==> config.mk <==
export PLATFORM = sky130hd
export DESIGN_NAME = data_mem_arbiter
export DESIGN_NICKNAME = d
export VERILOG_FILES = /design/src/rtl/data_mem_arbiter.sv
export SDC_FILE = /design/constraint.sdc
export NUM_CORES = 1
export LEC_CHECK = 0
export CAP_MARGIN = 20
export CORE_MARGIN = 5
export CORE_UTILIZATION = 30
export DETAILED_ROUTE_END_ITERATION = 10
export GPL_TIMING_DRIVEN = 1
export PLACE_DENSITY = 0.64
export SETUP_SLACK_MARGIN = 0.1
export SYNTH_ARGS = -nofsm -noshare
export SYNTH_HDL_FRONTEND = slang
export SYNTH_SLANG_ARGS = --single-unit
==> constraint.sdc <==
create_clock -name clock -period 2.75 [get_ports clock]
set_input_delay 0.825 -clock clock [delete_from_list [all_inputs] [get_ports clock]]
set_output_delay 0.825 -clock clock [all_outputs]
set_load 0.1 [all_outputs]
==> src/rtl/data_mem_arbiter.sv <==
// Sequences load/store requesters onto the edge-triggered data memory: one
// registered strobe pulse per good access, fault checks done before any strobe.
module data_mem_arbiter #(
    parameter int MEM_BYTES = 1024,
    parameter int ADDR_W    = 32
) (
    input  logic              clock,
    input  logic              reset_n,
    input  logic              ld_req,
    input  logic [ADDR_W-1:0] ld_addr,
    output logic              ld_gnt,
    output logic [31:0]       ld_data,
    output logic              ld_fault,
    input  logic              st_req,
    input  logic [ADDR_W-1:0] st_addr,
    input  logic [31:0]       st_data,
    input  logic [2:0]        st_type,
    output logic              st_gnt,
    output logic              st_fault,
    output logic              mem_rd_req,
    output logic [ADDR_W-1:0] mem_rd_addr,
    input  logic [31:0]       mem_rd_data,
    output logic              mem_wr_req,
    output logic [ADDR_W-1:0] mem_wr_addr,
    output logic [31:0]       mem_wr_data,
    output logic [2:0]        mem_wr_type,
    output logic              busy,
    output logic [2:0]        state_dbg
);

    // Handshake: a requester holds req and operands stable until it samples
    // gnt high, and must change req on that same edge; gnt/fault pulse for
    // exactly one cycle and the FSM only looks at req again one edge later.
    typedef enum logic [2:0] {
        IDLE     = 3'd0,
        LD_ISSUE = 3'd1,
        LD_DONE  = 3'd2,
        ST_ISSUE = 3'd3,
        ST_DONE  = 3'd4
    } state_t;

    localparam logic SERVED_LD = 1'b0;
    localparam logic SERVED_ST = 1'b1;
    localparam logic [ADDR_W:0] LIMIT = (ADDR_W+1)'(MEM_BYTES);

    state_t state;
    logic   last_served;

    logic [ADDR_W:0] ld_last;
    logic            ld_bad;
    logic [ADDR_W:0] st_span;
    logic [ADDR_W:0] st_last;
    logic            st_misalign;
    logic            st_bad_type;
    logic            st_bad;
    logic            pick_store;

    // One extra address bit keeps the last-byte sum from wrapping.
    assign ld_last = {1'b0, ld_addr} + (ADDR_W+1)'(3);
    assign ld_bad  = (ld_addr[1:0] != 2'b00) || (ld_last >= LIMIT);

    always_comb begin
        st_span     = '0;
        st_misalign = 1'b0;
        st_bad_type = 1'b0;
        case (st_type)
            3'b000: st_span = '0;
            3'b001: begin
                st_span     = (ADDR_W+1)'(1);
                st_misalign = st_addr[0];
            end
            3'b010: begin
                st_span     = (ADDR_W+1)'(3);
                st_misalign = (st_addr[1:0] != 2'b00);
            end
            default: st_bad_type = 1'b1;
        endcase
    end

    assign st_last = {1'b0, st_addr} + st_span;
    assign st_bad  = st_bad_type || st_misalign || (st_last >= LIMIT);

    // Round-robin: a tie goes to the store only if the load was served last.
    assign pick_store = st_req && (!ld_req || (last_served == SERVED_LD));

    assign busy      = (state != IDLE);
    assign state_dbg = state;

    always_ff @(posedge clock or negedge reset_n) begin
        if (!reset_n) begin
            state       <= IDLE;
            last_served <= SERVED_LD;
            ld_gnt      <= 1'b0;
            ld_data     <= '0;
            ld_fault    <= 1'b0;
            st_gnt      <= 1'b0;
            st_fault    <= 1'b0;
            mem_rd_req  <= 1'b0;
            mem_rd_addr <= '0;
            mem_wr_req  <= 1'b0;
            mem_wr_addr <= '0;
            mem_wr_data <= '0;
            mem_wr_type <= '0;
        end else begin
            case (state)
                IDLE: begin
                    if (pick_store) begin
                        last_served <= SERVED_ST;
                        if (st_bad) begin
                            st_gnt   <= 1'b1;
                            st_fault <= 1'b1;
                            state    <= ST_DONE;
                        end else begin
                            mem_wr_addr <= st_addr;
                            mem_wr_data <= st_data;
                            mem_wr_type <= st_type;
                            mem_wr_req  <= 1'b1;
                            state       <= ST_ISSUE;
                        end
                    end else if (ld_req) begin
                        last_served <= SERVED_LD;
                        if (ld_bad) begin
                            ld_gnt   <= 1'b1;
                            ld_fault <= 1'b1;
                            ld_data  <= '0;
                            state    <= LD_DONE;
                        end else begin
                            mem_rd_addr <= ld_addr;
                            mem_rd_req  <= 1'b1;
                            state       <= LD_ISSUE;
                        end
                    end
                end
                LD_ISSUE: begin
                    // Memory captured the read on the strobe's rising edge.
                    mem_rd_req <= 1'b0;
                    ld_data    <= mem_rd_data;
                    ld_gnt     <= 1'b1;
                    ld_fault   <= 1'b0;
                    state      <= LD_DONE;
                end
                LD_DONE: begin
                    ld_gnt   <= 1'b0;
                    ld_fault <= 1'b0;
                    state    <= IDLE;
                end
                ST_ISSUE: begin
                    mem_wr_req <= 1'b0;
                    st_gnt     <= 1'b1;
                    st_fault   <= 1'b0;
                    state      <= ST_DONE;
                end
                ST_DONE: begin
                    st_gnt   <= 1'b0;
                    st_fault <= 1'b0;
                    state    <= IDLE;
                end
                default: state <= IDLE;
            endcase
        end
    end

endmodule

==> results of run 1 <==
registers in the layout, indices dropped and copies added (netlist names), 3 cells and up:
signal and cells:
mem_wr_type 3, ld_data 32, mem_wr_data 32, mem_wr_addr 32, state_dbg 3, mem_rd_addr 32
power by group through the flow:
stage	registers, W	clock network [W]	logic (W)
after floorplan	0.00245	0	0.000264
after global placement	0.00220	0	0.00103
after detailed placement	0.00220	0	0.00104
after CTS	0.00217	0.00247	0.00122
after global routing	0.00217	0.00256	0.00129
final	0.00217	0.00241	0.00122
placed cells by master, fill, tap and decap left out, types with 17 or more instances in the layout:
master,Yosys,final
dfrtp_1,141,138
nor2b_1,46,30
mux2_4,0,37
buf_6,6,25
buf_4,3,238
clkdlybuf4s50_1,0,97
a22o_1,32,32
nand2_1,21,17
clkbuf_16,0,20
what timing repair did:
action,4_1_cts,5_1_grt
pin swaps,41,20
gates resized for setup,201,61
hold buffers,0,0
gates cloned,10,3
setup buffers,24,7
endpoints found under the setup margin,140,140
cell families after synthesis:
| logic type | count (synthesis) | share of synthesized area, % |
|---|---|---|
| buf+inv | 34 | 3.07 |
| mux | 60 | 10.9 |
| xor+xnor | 8 | 1.14 |
| flops | 141 | 57.3 |
| fa+ha+maj | 3 | 0.732 |
| compound gates | 87 | 10.5 |
| simple gates | 169 | 16.3 |
stage by stage:
step	std cells	setup TNS, ps	hold slack (ps)	util (%)
after floorplan	502	-56100	467	-
after global placement	1130	-153980	467	47.9
after detailed placement	1130	-165580	476	47.9
after CTS	1194	-55010	402	55.4
after global routing	1199	-71870	407	56.8
final	1199	-52670	373	56.8
worst max-delay path: cells and delay by family:
kind	cells	cell delay, ps
fa+ha+maj	2	570
mux	1	320
buf+inv	3	430
compound gates	2	240
xor+xnor	1	120
simple gates	6	1340
layer usage:
| metal | GRT usage [%] | vias up | wire, um |
|---|---|---|---|
| met5 | 0 | - | 0 |
| met2 | 27.7 | 203 | 10100 |
| li1 | - | 2662 | - |
| met3 | 6.36 | 22 | 1700 |
| met1 | 21.1 | 2779 | 8400 |
| met4 | 5.18 | 0 | 406 |
how the worst max path moves through the flow:
stage,end,cells after the start
5_1_grt,mem_wr_data[27],15
4_1_cts,mem_wr_data[28],15
2_1_floorplan,mem_wr_data[11],15
3_3_place_gp,mem_wr_data[5],15
3_5_place_dp,mem_wr_data[22],14
6_report,mem_wr_data[27],15
cell type report:
class,instances,area [um2]
clock buffers,18,439
clock inverters,14,183
fillers,1686,8750
inverters,13,52.6
multi-input cells,327,3070
flip-flops and latches,141,3530
well taps,270,338
repair buffers,416,3870
==> flow_metrics.py, run 1 <==
metrics = {
    "outcome": {
        "status": "complete, but fails checks",
        "violations": "setup timing",
    },
    "synthesis": {
        "yosys.cell_count.top_type": "dfrtp_1",
        "synth_nets": 640,
        "netlist.top_cell.by_area": "dfrtp_1",
        "synthesis.area_um2": 6160,
        "async_flop_share_pct": 100,
        "synth_flop_cell": "dfrtp_1",
        "yosysWarnings": 0,
        "synth-seq-cells": 141,
        "synth_cells": 502,
        "syn_area_per_cell_um2": 12.3,
        "synth.area.top_cells": "dfrtp_1, mux2_2, nor2b_1",
        "synth_top_area_share_pct": 57.3,
        "ys_seq_area_share_pct": 57.3,
        "synth_edf_count": 0,
        "netlist_top_cells_count": "dfrtp_1, nor2b_1, mux2_2, a22o_1, nand2_1",
        "ys_types": 57,
    },
    "critical_path": {
        "start_kind": "input port",
        "required_ps": 3050,
        "max_stage_delay_ps": 370,
        "r2r_slack_ps": 520,
        "critPathArrivalTime_ps": 3840,
        "rr_endpoint": "mem_wr_data[27]",
        "crit_fanout": 7,
        "worstPathCellList": "buf_8 -> xnor2_2 -> nor2_1 -> ha_2 -> inv_2 -> fa_2 -> nand4b_1 -> nor4_4 -> nand4_1 -> a21oi_1 -> a21oi_2 -> nor3_2 -> and4_4 -> bufbuf_16 -> mux2_2",
        "worst_path_max_delay_cell": "fa_2",
        "endpoint_kind": "register",
        "r2r_cells": 6,
        "startpoint": "st_type[0]",
        "r2r-start": "state_dbg[2]",
        "critical_path_class": "input port to register",
    },
    "pwr": {
        "ir_drop_v": 0.000341,
        "powerDensity_nw_per_um2": 505,
        "p_seq_share_pct": 37.4,
        "leakagePower_nw": 5.58,
        "net-switching-power_w": 0.00168,
        "fin_total_pwr_w": 0.00580,
        "p_comb_share_pct": 21.1,
        "power_frac_clock_pct": 41.5,
        "switching_share_pct": 29.0,
        "p_int_w": 0.00412,
    },
    "timing": {
        "slew_violations": 0,
        "clock_skew_ps": 10.2,
        "slew_headroom_pct": 55.4,
        "rsz0062_at_grt": "true",
        "max_freq_mhz": 282,
        "layout_worst_path_cycle_share_pct": 129,
        "worstMarginPinSlew_ps": 662,
        "finalWorstSetupSlack_ps": -792,
        "setup_viol": 115,
        "period_needed_ps": 3540,
        "hold_viol_final": 0,
    },
    "layout": {
        "final_area_um2": 11500,
        "area_delta_synth_final_pct": 86.5,
        "layout.nets": 1054,
        "diodes": 0,
        "drive_gt1_share_pct": 49.6,
    },
    "floorplanning": {
        "core_area_um2": 20200,
        "die-height_um": 153,
        "io_pins": 276,
        "die_w_um": 153,
        "initial_utilization_pct": 30.4,
        "die_area_um2": 23500,
        "num_rows": 52,
    },
    "cts": {
        "cts_buffers": 17,
        "root_buffer": "clkbuf_16",
        "htreeDepth": 4,
        "cts_max_path_buffers": 2,
        "cts.sinks": 141,
        "clk-insertion-delay-late_ps": 420,
        "clkTransAtPathRegs_ps": 70,
        "cts_tree": "done",
    },
    "global_route": {
        "grt_pass1_vias": 6106,
        "grt_first_pass_wirelength_um": 32600,
        "gr-total-overflow": 0,
        "grt_max_degree": 65,
        "grt_antenna_before_repair": 0,
        "grt_use_total_pct": 17.0,
    },
    "placement": {
        "dpl_worst_slack_ps": -1700,
        "placedInstanceArea_um2": 9690,
        "place_hpwl_um": 14300,
        "gp_congestion": 0.819,
        "io_buffers": 275,
    },
    "drt": {
        "vias": 5666,
        "drc": 0,
        "drt-pass1-iter-count": 4,
        "post_drt_wl_per_cell_um": 17.2,
        "routed_via_density": 4.73,
        "finalWirelength_um": 20600,
        "antenna_left": 0,
        "drt_iter0_drc": 164,
    },
    "hold_path": {
        "min_path_type": "input port to async pin",
    },
    "job": {
        "drv_cap": 0,
    },
}
No activity file was read; power rests on OpenSTA's default activity.
==> run 2, diff against run 1 <==
--- a/config.mk
+++ b/config.mk
@@ -5,12 +5,14 @@
 export SDC_FILE = /design/constraint.sdc
 export NUM_CORES = 1
 export LEC_CHECK = 0
-export CAP_MARGIN = 20
+export CAP_MARGIN = 40
+export CELL_PAD_IN_SITES_DETAIL_PLACEMENT = 0
+export CELL_PAD_IN_SITES_GLOBAL_PLACEMENT = 2
 export CORE_MARGIN = 5
-export CORE_UTILIZATION = 30
+export CORE_UTILIZATION = 26
 export DETAILED_ROUTE_END_ITERATION = 10
 export GPL_TIMING_DRIVEN = 1
-export PLACE_DENSITY = 0.64
+export PLACE_DENSITY = 0.84
 export SETUP_SLACK_MARGIN = 0.1
 export SYNTH_ARGS = -nofsm -noshare
 export SYNTH_HDL_FRONTEND = slang
==> flow_metrics.py, run 2 (synthesized netlist as in run 1, its figures left out) <==
metrics = {
    "timing": {
        "period_needed_ps": 3730,
        "finalWorstSetupSlack_ps": -978,
        "slew_violations": 0,
        "rsz0062_at_grt": "true",
        "worstMarginPinSlew_ps": 631,
        "max_freq_mhz": 268,
        "setup_viol": 114,
        "layout_worst_path_cycle_share_pct": 136,
        "whs_ps": 360,
        "hold_viol_final": 0,
        "slew_headroom_pct": 57.5,
        "clock_skew_ps": 19.8,
    },
    "placement": {
        "place_hpwl_um": 15200,
        "io_buffers": 275,
        "dpl_worst_slack_ps": -1780,
        "gp_congestion": 0.813,
        "placedInstanceArea_um2": 9840,
        "place_inst": 1184,
    },
    "floorplanning": {
        "io_pins": 276,
        "num_rows": 56,
        "die-height_um": 164,
        "die_w_um": 164,
        "initial_utilization_pct": 26.3,
        "core_area_um2": 23400,
        "die_area_um2": 26900,
    },
    "cts": {
        "htreeDepth": 4,
        "cts_tree": "done",
        "cts_max_path_buffers": 2,
        "cts.sinks": 141,
        "ctsHoldBuffers": 0,
        "cts_buffers": 17,
        "root_buffer": "clkbuf_16",
        "clk-insertion-delay-late_ps": 420,
        "clkTransAtPathRegs_ps": 70,
    },
    "drt": {
        "post_drt_wl_per_cell_um": 17.2,
        "routed_via_density": 4.52,
        "finalWirelength_um": 21800,
        "drc": 0,
        "drt-pass1-iter-count": 4,
        "drt_iter0_drc": 166,
        "antenna_left": 0,
        "vias": 5705,
    },
    "layout": {
        "drive_gt1_share_pct": 51.2,
        "final_cells": 1263,
        "layout.nets": 1069,
        "nFillCells": 2151,
        "final_area_um2": 11800,
        "diodes": 0,
        "final_common_cell": "buf_4",
        "area_delta_synth_final_pct": 90.9,
        "final_cell_mix": "buf_4, dfrtp_1, clkdlybuf4s50_1",
    },
    "critical_path": {
        "worst_path_max_delay_cell": "fa_2",
        "max_stage_delay_ps": 370,
        "required_ps": 3040,
        "path_buf_inv": 5,
        "crit_family": "simple AND/OR/NAND/NOR gates",
        "worstPathCellList": "buf_8 -> xnor2_2 -> nor2_1 -> ha_2 -> inv_2 -> fa_2 -> nor4_4 -> mux2_4 -> nor3_4 -> o2111ai_2 -> nor4b_4 -> and4_4 -> buf_12 -> buf_12 -> buf_16 -> mux2_4",
        "critPathArrivalTime_ps": 4020,
        "critical_path_class": "input port to register",
        "crit_fanout": 8,
        "start_kind": "input port",
        "endpoint_kind": "register",
    },
    "pwr": {
        "net-switching-power_w": 0.00175,
        "fin_total_pwr_w": 0.00575,
        "powerDensity_nw_per_um2": 489,
        "p_seq_share_pct": 37.7,
        "switching_share_pct": 30.5,
        "p_comb_share_pct": 22.2,
        "p_int_w": 0.00400,
        "ir_drop_v": 0.000502,
        "leakagePower_nw": 5.67,
        "power_frac_clock_pct": 40.1,
    },
    "outcome": {
        "violations": "setup timing",
        "status": "complete, but fails checks",
    },
    "global_route": {
        "grt_first_pass_wirelength_um": 33700,
        "grt_use_total_pct": 15.9,
        "gr-total-overflow": 0,
        "grt_max_degree": 53,
        "grt_antenna_before_repair": 0,
        "grt_pass1_vias": 6169,
    },
    "job": {
        "drv_cap": 0,
    },
    "hold_path": {
        "min_path_type": "input port to async pin",
    },
}
[run 2: power groups by stage]
stage / Clock, W / Sequential (W) / Combinational (W)
final: 0.00230 / 0.00217 / 0.00128
after global routing: 0.00246 / 0.00217 / 0.00136
after global placement: 0 / 0.00220 / 0.00107
after detailed placement: 0 / 0.00221 / 0.00107
after floorplan: 0 / 0.00245 / 0.000264
after CTS: 0.00236 / 0.00217 / 0.00126
[run 2: area by class of cell]
type | count | area [um2] | area share (%)
Inverter | 13 | 52.6 | 0.447
Sequential cell | 141 | 3530 | 30.1
Clock buffer | 18 | 439 | 3.74
Clock inverter | 14 | 145 | 1.23
Multi-Input combinational cell | 327 | 3090 | 26.3
Timing Repair Buffer | 431 | 4100 | 34.8
Tap cell | 319 | 399 | 3.40
[run 2: layer usage]
layer	GRT usage, %	wire (um)
met2	26.8	10600
met4	3.85	258
met3	6.47	2030
met1	19.1	8840
met5	0	0
[run 2: what timing repair did]
| item | in CTS | in global routing |
|---|---|---|
| resized for setup | 183 | 73 |
| cloned | 14 | 2 |
| setup endpoints to repair | 140 | 140 |
| pin swaps | 38 | 19 |
| setup buffers | 30 | 7 |
| hold endpoints to repair | 0 | 0 |
[run 2: worst paths after layout]
path                            cells after the start  slack, ps         endpoint         start
worst max-delay path                               16       -980  mem_wr_data[23]    st_type[0]
worst min-delay path                                1        360      ld_data[13]       reset_n
worst max register to register                      8        550  mem_wr_data[23]  state_dbg[2]
worst min register to register                      1        480         st_fault      st_fault
max in group asynchronous                           2       1730       ld_data[1]       reset_n
min in group clock                                  1        480         st_fault      st_fault
[run 2: through the flow]
stage                     util [%]  setup TNS [ps]
after floorplan                  -          -56100
after global placement        42.1         -164940
after detailed placement      42.1         -173210
after CTS                     48.7          -69270
after global routing          50.2          -78740
final                         50.2          -64920
